## src/rtl/conv3x3_sequencer.sv

```systemverilog
// 3x3 convolution tap sequencer: walks the coefficient ROM and frame buffer
// for one output pixel, multiply-accumulates the taps with zero padding at the
// image border and hands the result downstream on a valid/ready handshake.
//
//  state   | meaning
//  IDLE    | waiting for start; range-checks the requested centre
//  FETCH   | issuing taps 0..8, one per cycle
//  DRAIN   | accumulating the last tap's returned data
//  DONE    | result_valid high until result_ready
module conv3x3_sequencer #(
    parameter int IMG_W  = 16,
    parameter int IMG_H  = 16,
    parameter int ADDR_W = 16,
    parameter int PIX_W  = 8,
    parameter int COEF_W = 9,
    parameter int ACC_W  = 22
) (
    input  logic              clk,
    input  logic              reset,
    input  logic              start,
    input  logic [ADDR_W-1:0] cx,
    input  logic [ADDR_W-1:0] cy,
    output logic              busy,
    output logic              cfg_err,
    output logic              filt_en,
    output logic [3:0]        filt_addr,
    input  logic [COEF_W-1:0] filt_coef,
    output logic              pix_rd,
    output logic [ADDR_W-1:0] pix_addr,
    input  logic [PIX_W-1:0]  pix_data,
    output logic              result_valid,
    input  logic              result_ready,
    output logic [ACC_W-1:0]  result_acc,
    output logic [PIX_W-1:0]  result_pix
);
    localparam int PROD_W = COEF_W + PIX_W + 1;
    localparam logic [ADDR_W-1:0] W_L    = ADDR_W'(IMG_W);
    localparam logic [ADDR_W-1:0] H_L    = ADDR_W'(IMG_H);
    localparam logic [ADDR_W-1:0] XMAX_L = ADDR_W'(IMG_W - 1);
    localparam logic [ADDR_W-1:0] YMAX_L = ADDR_W'(IMG_H - 1);
    localparam logic signed [ACC_W-1:0] PIX_MAX = ACC_W'((2 ** PIX_W) - 1);

    typedef enum logic [1:0] {S_IDLE, S_FETCH, S_DRAIN, S_DONE} state_t;

    state_t              state_q, state_d;
    logic [3:0]          k_q;
    logic [ADDR_W-1:0]   cx_q, cy_q;
    logic                issued_q, pad_q, cfg_err_q;
    logic signed [ACC_W-1:0] acc_q;

    logic                start_ok, start_bad;
    logic [1:0]          row_sel, col_sel;
    logic                in_img;
    logic [ADDR_W-1:0]   row, col, lin;
    logic signed [PROD_W-1:0] prod;
    logic signed [ACC_W-1:0]  prod_ext;

    assign start_ok  = start && (cx < W_L) && (cy < H_L);
    assign start_bad = start && !((cx < W_L) && (cy < H_L));

    // Tap k -> (row,col) offset codes 0..2 (offset+1), border test and linear address
    always_comb begin
        row_sel = 2'd0;
        col_sel = 2'd0;
        case (k_q)
            4'd0: begin row_sel = 2'd0; col_sel = 2'd0; end
            4'd1: begin row_sel = 2'd0; col_sel = 2'd1; end
            4'd2: begin row_sel = 2'd0; col_sel = 2'd2; end
            4'd3: begin row_sel = 2'd1; col_sel = 2'd0; end
            4'd4: begin row_sel = 2'd1; col_sel = 2'd1; end
            4'd5: begin row_sel = 2'd1; col_sel = 2'd2; end
            4'd6: begin row_sel = 2'd2; col_sel = 2'd0; end
            4'd7: begin row_sel = 2'd2; col_sel = 2'd1; end
            4'd8: begin row_sel = 2'd2; col_sel = 2'd2; end
            default: begin row_sel = 2'd1; col_sel = 2'd1; end
        endcase
        in_img = !((row_sel == 2'd0) && (cy_q == '0)) &&
                 !((row_sel == 2'd2) && (cy_q == YMAX_L)) &&
                 !((col_sel == 2'd0) && (cx_q == '0)) &&
                 !((col_sel == 2'd2) && (cx_q == XMAX_L));
        row = cy_q + ADDR_W'(row_sel) - ADDR_W'(1);
        col = cx_q + ADDR_W'(col_sel) - ADDR_W'(1);
        lin = row * W_L + col;
    end

    // Signed coefficient times unsigned pixel, sign-extended into the accumulator
    always_comb begin
        prod     = $signed(filt_coef) * $signed({1'b0, pix_data});
        prod_ext = {{(ACC_W - PROD_W){prod[PROD_W-1]}}, prod};
    end

    // State register
    always_ff @(posedge clk or negedge reset) begin
        if (!reset) state_q <= S_IDLE;
        else        state_q <= state_d;
    end

    // Next-state logic
    always_comb begin
        state_d = state_q;
        case (state_q)
            S_IDLE:  if (start_ok) state_d = S_FETCH;
            S_FETCH: if (k_q == 4'd8) state_d = S_DRAIN;
            S_DRAIN: state_d = S_DONE;
            S_DONE:  if (result_ready) state_d = S_IDLE;
            default: state_d = S_IDLE;
        endcase
    end

    // Outputs decoded from state; reads only in FETCH, padded taps suppress pix_rd
    always_comb begin
        busy         = (state_q != S_IDLE);
        filt_en      = 1'b0;
        filt_addr    = 4'd0;
        pix_rd       = 1'b0;
        pix_addr     = '0;
        result_valid = (state_q == S_DONE);
        if (state_q == S_FETCH) begin
            filt_en   = 1'b1;
            filt_addr = k_q;
            pix_rd    = in_img;
            pix_addr  = in_img ? lin : '0;
        end
    end

    // Tap counter, latched centre, one-cycle issue/pad pipeline and accumulator
    always_ff @(posedge clk or negedge reset) begin
        if (!reset) begin
            k_q       <= 4'd0;
            cx_q      <= '0;
            cy_q      <= '0;
            issued_q  <= 1'b0;
            pad_q     <= 1'b0;
            acc_q     <= '0;
            cfg_err_q <= 1'b0;
        end else begin
            cfg_err_q <= (state_q == S_IDLE) && start_bad;
            issued_q  <= (state_q == S_FETCH);
            pad_q     <= (state_q == S_FETCH) && !in_img;
            if (state_q == S_IDLE && start_ok) begin
                cx_q  <= cx;
                cy_q  <= cy;
                k_q   <= 4'd0;
                acc_q <= '0;
            end else begin
                if (state_q == S_FETCH)
                    k_q <= (k_q == 4'd8) ? 4'd0 : k_q + 4'd1;
                if (issued_q && !pad_q)
                    acc_q <= acc_q + prod_ext;
            end
        end
    end

    // Result is the raw accumulator plus an unsigned clamp to the pixel range
    always_comb begin
        cfg_err    = cfg_err_q;
        result_acc = acc_q;
        if (acc_q[ACC_W-1])        result_pix = '0;
        else if (acc_q > PIX_MAX)  result_pix = '1;
        else                       result_pix = acc_q[PIX_W-1:0];
    end
endmodule

```

## config.mk

```make
export PLATFORM = sky130hd
export DESIGN_NAME = conv3x3_sequencer
export DESIGN_NICKNAME = d
export VERILOG_FILES = /design/src/rtl/conv3x3_sequencer.sv
export SDC_FILE = /design/constraint.sdc
export NUM_CORES = 1
export LEC_CHECK = 0
export ABC_AREA = 0
export CORE_MARGIN = 2
export CORE_UTILIZATION = 50
export DETAILED_ROUTE_END_ITERATION = 6
export HOLD_SLACK_MARGIN = 0.12
export PLACE_DENSITY = 0.73
export SYNTH_ARGS = -nofsm -noshare
export SYNTH_HDL_FRONTEND = slang
export SYNTH_SLANG_ARGS = --single-unit
```

## constraint.sdc

```tcl
create_clock -name clk -period 10.6 [get_ports clk]
set_input_delay 2.12 -clock clk [delete_from_list [all_inputs] [get_ports clk]]
set_output_delay 2.12 -clock clk [all_outputs]
set_load 0.05 [all_outputs]
```

==> summary.md, run 1 <==
| Metric | Value |
|---|---|
| Compound-Gate Fraction of Synth Area | `0.131` |
| Root buffer cell | `clkbuf_16` |
| Prevailing post-synth register cell | `dfrtp_1` |
| # port buffers | `between 100 and 150` |
| CP Class | `reg2out` |
| Die Width | `around 130 µm` |
| Antenna cell count | `0` |
| Vias | `between 6000 and 7000` |
| Initial drt markers | `~270` |
| Most used cell, CP | `ha_1` |
| Core Region | `0.0165 mm²` |
| Area growth, synth to finish | `18.4%` |
| CTS clock-pin slew for the worst setup and hold paths | `about 50 ps` |
| Worst-Margin Slew | `roughly 830 ps` |
| Crit-path max cell delay | `between 700 and 800 ps` |
| Cts repair resizes | `0` |
| Setup TNS | `0 ps` |
| EDFF count, synth | `0` |
| Critical path data arrival time | `between 5000 and 6000 ps` |
| FF-to-FF path depth | `10` |
| CTS Hold Bufs | `0` |
| Async set-reset flop share out of synthesis | `1.00` |
| Syn Nets | `between 1000 and 1500` |
| Fin crit share | `0.720` |
| Synthesized flop and latch total | `63` |
| Synth Area in XOR/XNOR | `0.0288` |
| Crit end category | `output port` |
| R2R setup slack | `approximately 7500 ps` |
| Hold Vio Cnt, Final | `0` |
| H-Tree Depth | `3` |
| Antenna violations before repair | `0` |
| FF-to-FF End | `result_acc[21]` |
| WL final | `between 15000 and 20000 µm` |
| CP Buf/Inv Count | `5` |
| Layout Skew | `7.55 ps` |
| Final Setup Violations | `0` |
| Simple-gate portion of the synthesized area | `0.200` |
| Post-Syn Area | `between 0.008 and 0.009 mm²` |
| Clock latency on the worst-skew pair | `approximately 330 ps` |
| Hold EP | `cy_q[15]` |
| DP HPWL | `15300 µm` |
| CTS tree | `built` |
| Synth Area in Adders | `0.349` |
| MaxCap Viol Count | `0` |
| Critical Path RT | `8480 ps` |
| Achievable frequency | `131 MHz` |
| Share of cells above drive strength 1 | `0.0341` |
| Via density | `5.31` |
| Worst hold path depth | `1` |
| Die Y | `approximately 130 µm` |
| DRC | `0` |
| I/O pins | `between 100 and 150` |
| Mux contribution to synthesized area | `0.00924` |
| Gr ovfl total | `0` |
| CTS sink cnt | `63` |
| Fill count | `about 1500` |
| DRT Pass-1 Iters | `4` |
| Ys Warns | `0` |
| Clk buf depth | `2` |
| Crit Reg-Reg Startpoint | `result_acc[15]` |
| Crit Path Max Fanout | `6` |
| Critical path startpoint category | `flop` |
| Cell variety after synth | `66` |
| Nets | `~1300` |
| Slew margin rel. | `0.448` |
| WHS | `roughly 490 ps` |
| Largest family of logic cells by synthesized area | `adder cells` |
| Initial Util | `0.508` |
| GP Congestion | `between 0.8 and 0.9` |
| Slew Limit Fails | `0` |
| Vias in the first global route | `between 6000 and 7000` |
| Delay-heaviest family, CP | `adder cells` |
| Die area | `~0.018 mm²` |
| Largest net degree at the start of global routing | `64` |
| Post-Synthesis Cells | `roughly 1000` |
| Hold_sp | `cy_q[15]` |
| Syn Area/Cell | `between 8 and 9 µm²` |
| Rows | `47` |
| RSZ-0062 raised after global routing | `false` |
| Crit path cell chain | `inv_1 -> ha_1 -> nand2_1 -> o22a_1 -> ha_1 -> inv_1 -> ha_1 -> inv_1 -> fa_1 -> o21ba_2 -> nor2b_1 -> nor2_1 -> o21ai_0 -> a21oi_1 -> xnor2_1 -> ha_1 -> inv_1 -> ha_1 -> nand2_1 -> or3_1 -> a211o_1 -> nand2_1 -> clkdlybuf4s50_1` |
| Worst min-delay path class | `reg2reg` |
| Sequential-to-total area share from yosys stat | `0.188` |
| Minimum clock period after layout | `about 7600 ps` |
| Setup Fix Bufs, Post-CTS | `0` |
| TritonCTS Buffers | `9` |
| Crit path max-delay cell type | `clkdlybuf4s50_1` |
| First-pass GRT wire length | `32800 µm` |
| GRT Util Overall | `0.224` |
| Outcome | `finished, final reports clean` |
| Antenna-violating nets left | `0` |
| Wire per inst | `approximately 15 µm` |
## worst reg2reg max path: stages (launching register included)
cell and delay [ps]:
dfrtp_1 460, inv_1 100, fa_1 530, inv_1 50, ha_1 440, nand4_1 190, nor2_1 170, nor4b_1 450
a2111oi_0 140, a2111oi_0 370, nand2_1 80
## kinds of logic (layout without fill, tap and decap cells)
family | count (synthesis) | in the layout
adder cells (fa/ha/maj) | 186 | 186
buffers and inverters | 210 | 311
XOR/XNOR | 26 | 26
AO/OA/AOI/OAI | 161 | 161
AND/OR/NAND/NOR | 332 | 332
multiplexers | 7 | 7
flip-flops | 63 | 63
## metal layers
| layer | vias to the layer above | global-route usage | part of all wire |
|---|---|---|---|
| met3 | 34 | 0.0289 | 0.035 |
| met5 | - | 0 | 0 |
| met1 | 3345 | 0.284 | 0.44 |
| met4 | 0 | 0.0745 | 0.019 |
| met2 | 120 | 0.394 | 0.50 |
| li1 | 3438 | - | - |
## per-stage QoR
step	worst slack, ps	utilization	std cells	instance area, µm²
global route	2610	0.602	1306	9950
detailed placement	2780	0.585	1290	9670
CTS	2950	0.602	1306	9950
floorplan	3610	-	985	8400
finish	2970	0.602	1306	9950
global placement	2900	0.585	1290	9670
## layout make-up
class	instances	area, µm²	area share
clock inverter	3	17.5	0.00176
tap	220	275	0.0277
multi-input combinational	712	6030	0.606
inverter	184	691	0.0694
clock buffer	13	260	0.0262
sequential	63	1580	0.159
timing repair buffer	111	1100	0.110
## state kept, by name (all words and copies together), names as in the netlist
register,cells
result_acc,22
cx_q,16
cy_q,16
k_q,4
state_q,2
cfg_err,1
issued_q,1
pad_q,1
## synthesized netlist by cell type, types with 11 or more instances
| master | n | area, µm² |
|---|---|---|
| nor3_1 | 21 | 105 |
| dfrtp_1 | 63 | 1580 |
| clkbuf_1 | 21 | 78.8 |
| nand3_1 | 19 | 95.1 |
| nand2_1 | 78 | 293 |
| xnor2_1 | 14 | 123 |
| and2_1 | 59 | 369 |
| a21o_1 | 15 | 113 |
| fa_1 | 80 | 1600 |
| ha_1 | 106 | 1330 |
| xor2_1 | 11 | 96.3 |
| inv_1 | 183 | 687 |
| a21oi_1 | 35 | 175 |
| o21ai_0 | 34 | 170 |
| nor4_1 | 14 | 87.6 |
| nor2_1 | 81 | 304 |
## cells in the final DEF, fill, tap and decap left out, types with 4 or more instances in the layout
cell type        count
buf_4                4
o21a_1               7
a31oi_1              9
nor3_1              21
nor4_1              14
and3_1               7
nor2b_1              6
and2_1              59
nand2_1             78
and4_1               6
inv_1              183
a21o_1              15
clkdlybuf4s50_1    106
o21bai_1             7
o2111ai_1            5
nand4_1              9
nand2b_1             9
xor2_1              11
clkbuf_16            9
ha_1               106
nor2_1              80
nand3_1             19
nor4b_1              4
a2111oi_0            6
fa_1                80
xnor2_1             14
dfrtp_1             63
or3_1                4
o21ai_0             34
a211oi_1             9
o211a_1              4
mux2i_1              4
a21oi_1             35
## worst max-delay path by stage
stage / start / end / cells after the start
after global placement: pix_data[0] / result_acc[21] / 17
after floorplan: pix_data[2] / result_acc[21] / 18
after global routing: k_q[0] / pix_addr[15] / 25
after CTS: k_q[0] / pix_addr[15] / 23
final: k_q[0] / pix_addr[15] / 23
after detailed placement: pix_data[0] / result_acc[21] / 17
Power of run 1 is not shown: default switching activity piles up to over one toggle a cycle in this logic, so the estimate is an artifact.
==> inputs of run 2 (changes only) <==
--- a/config.mk
+++ b/config.mk
@@ -10,7 +10,7 @@
 export CORE_UTILIZATION = 50
 export DETAILED_ROUTE_END_ITERATION = 6
 export HOLD_SLACK_MARGIN = 0.12
-export PLACE_DENSITY = 0.73
+export PLACE_DENSITY = 0.76
 export SYNTH_ARGS = -nofsm -noshare
 export SYNTH_HDL_FRONTEND = slang
 export SYNTH_SLANG_ARGS = --single-unit
==> constraint.sdc (replaced) <==
create_clock -name clk -period 6.7 [get_ports clk]
set_input_delay 1.34 -clock clk [delete_from_list [all_inputs] [get_ports clk]]
set_output_delay 1.34 -clock clk [all_outputs]
set_load 0.05 [all_outputs]
==> run 2 against run 1 <==
Against the previous run:
- setup slack got worse by 2700 ps
- via count increased by 3.0%
- first-iteration DRC count increased by 6.4%
- non-clock buffer count increased by 37
- largest cell class unchanged
==> summary.md, run 2 (synthesized netlist as in run 1, its figures left out) <==
| Metric | Value |
|---|---|
| Outcome | `finished, final reports clean` |
| Largest net degree at the start of global routing | `64 (unchanged)` |
| Slew Limit Fails | `0 (unchanged)` |
| Nets | `1357 (+2.8%)` |
| CTS clock-pin slew for the worst setup and hold paths | `60 ps (about the same)` |
| Via density | `5.32 (+0.12%)` |
| Clock latency on the worst-skew pair | `350 ps (+20 ps)` |
| Final Setup Violations | `0 (unchanged)` |
| Root buffer cell | `clkbuf_16` |
| Fin crit share | `0.963` |
| Setup Fix Bufs, Post-CTS | `0 (unchanged)` |
| DP HPWL | `16100 µm (+5.3%)` |
| Initial Util | `0.508 (unchanged)` |
| Area growth, synth to finish | `22.3%` |
| Initial drt markers | `284 (+6.4%)` |
| Met3 Usage GRT | `0.0236 (-0.00533)` |
| TritonCTS Buffers | `9 (unchanged)` |
| Max FFs per register | `22 (unchanged)` |
| Core Region | `0.0165 mm² (unchanged)` |
| Wire per inst | `14.8 µm (+1.2%)` |
| Gr ovfl total | `0 (unchanged)` |
| Setup TNS | `0 ps (unchanged)` |
| Critical path startpoint category | `input port` |
| Fill count | `1440 (-1.5%)` |
| CTS sink cnt | `63 (unchanged)` |
| DRC | `0 (unchanged)` |
| Final WS setup | `246 ps (-2720 ps)` |
| GP Congestion | `0.898 (+3.8%)` |
| # port buffers | `107 (unchanged)` |
| Crit end category | `flop` |
| Die area | `0.0178 mm² (unchanged)` |
| Slew margin rel. | `0.456 (+0.00813)` |
| Share of cells above drive strength 1 | `0.0748 (+0.0407)` |
| CTS Hold Bufs | `0 (unchanged)` |
| WL final | `19800 µm (+4.1%)` |
| Hold Vio Cnt, Final | `0 (unchanged)` |
| Pre-CTS WS | `-206 ps (-2980 ps)` |
| I/O pins | `108 (unchanged)` |
| Critical path data arrival time | `6740 ps (+1230 ps)` |
| Antenna cell count | `0 (unchanged)` |
| Clk buf depth | `2 (unchanged)` |
| H-Tree Depth | `3 (unchanged)` |
| Minimum clock period after layout | `6450 ps` |
| Most frequent cells in the layout | `inv_1, ha_1, clkdlybuf4s50_1` |
| Placed inst area | `0.00994 mm² (+2.8%)` |
| CP Class | `in2reg` |
| CTS tree | `built` |
| First-pass GRT wire length | `34400 µm (+4.8%)` |
| Final instance area | `0.0103 mm² (+3.2%)` |
| Grt peak-use layer | `met2` |
| DRT Pass-1 Iters | `5 (+1)` |
| Antenna-violating nets left | `0 (unchanged)` |
| Vias in the first global route | `7511 (+7.5%)` |
| Achievable frequency | `~150 MHz` |
| Critical Path RT | `6990 ps (-1490 ps)` |
| MaxCap Viol Count | `0 (unchanged)` |
| Worst min-delay path class | `reg2reg` |
| Die Y | `134 µm (unchanged)` |
| GRT Util Overall | `0.236 (+0.0125)` |
| Antenna violations before repair | `0 (unchanged)` |
| Rows | `47 (unchanged)` |
| Vias | `7142 (+3.0%)` |
| Leading cell type in the layout, fill and taps excluded | `inv_1` |
| Die Width | `134 µm (unchanged)` |
| Crit Path Max Fanout | `5 (-1)` |
| Layout Utilization | `0.621 (+0.0195)` |
| Worst-Margin Slew | `816 ps (-12.2 ps)` |
| Met1 Use GR | `0.295 (+0.0110)` |
| Layout Skew | `12.0 ps (+4.41 ps)` |
| Met2 GRT Util | `0.420 (+0.0252)` |
==> run 2: layout make-up <==
| type | instances | area, µm² | area share |
|---|---|---|---|
| inverters | 184 | 691 | 0.0673 |
| clock buffers | 10 | 239 | 0.0233 |
| flip-flops and latches | 63 | 1580 | 0.154 |
| clock inverters | 6 | 60.1 | 0.00585 |
| well taps | 220 | 275 | 0.0268 |
| repair buffers | 148 | 1370 | 0.134 |
| multi-input cells | 712 | 6050 | 0.589 |
==> run 2: what timing repair did <==
action                                  in CTS  in global routing
resized for setup                            2                 15
endpoints found under the setup margin       2                 10
hold endpoints to repair                     0                  0
pin swaps                                    0                  1
==> run 2: path summary, 6_finish.rpt <==
check,startpoint,to,slack (ps),depth (start not counted)
hold / removal,cy_q[14],cy_q[14],490,1
setup reg to reg,result_acc[4],result_acc[16],3650,8
min in group asynchronous,reset,cx_q[0],1180,2
setup / recovery,pix_data[0],result_acc[16],250,20
hold reg to reg,cy_q[14],cy_q[14],490,1
max in group asynchronous,reset,result_acc[17],4990,2
==> run 2: per-stage QoR <==
| step | cells | hold WS (ps) |
|---|---|---|
| 2_1_floorplan | 985 | 454 |
| 3_3_place_gp | 1327 | 471 |
| 3_5_place_dp | 1327 | 471 |
| 4_1_cts | 1343 | 491 |
| 5_1_grt | 1343 | 513 |
| 6_report | 1343 | 486 |
==> run 2: per-layer routing <==
metal / vias to the layer above / share of wire
met5: - / 0
met4: 0 / 0.029
met3: 45 / 0.042
met2: 180 / 0.51
met1: 3406 / 0.42
li1: 3511 / -
==> run 2: worst max-delay path, stage by stage <==
cell and delay (ps):
clkdlybuf4s50_1 600, buf_4 170, nand2_1 50, fa_1 490
inv_1 50, fa_1 510, inv_1 50, fa_1 490
inv_1 60, fa_1 540, inv_1 50, fa_1 500
inv_1 40, ha_1 330, and2_1 190, nor4_2 60
a211oi_2 370, o21ai_0 200, a2111oi_0 460, a311o_1 170
Power of run 2 is left out for the same reason.
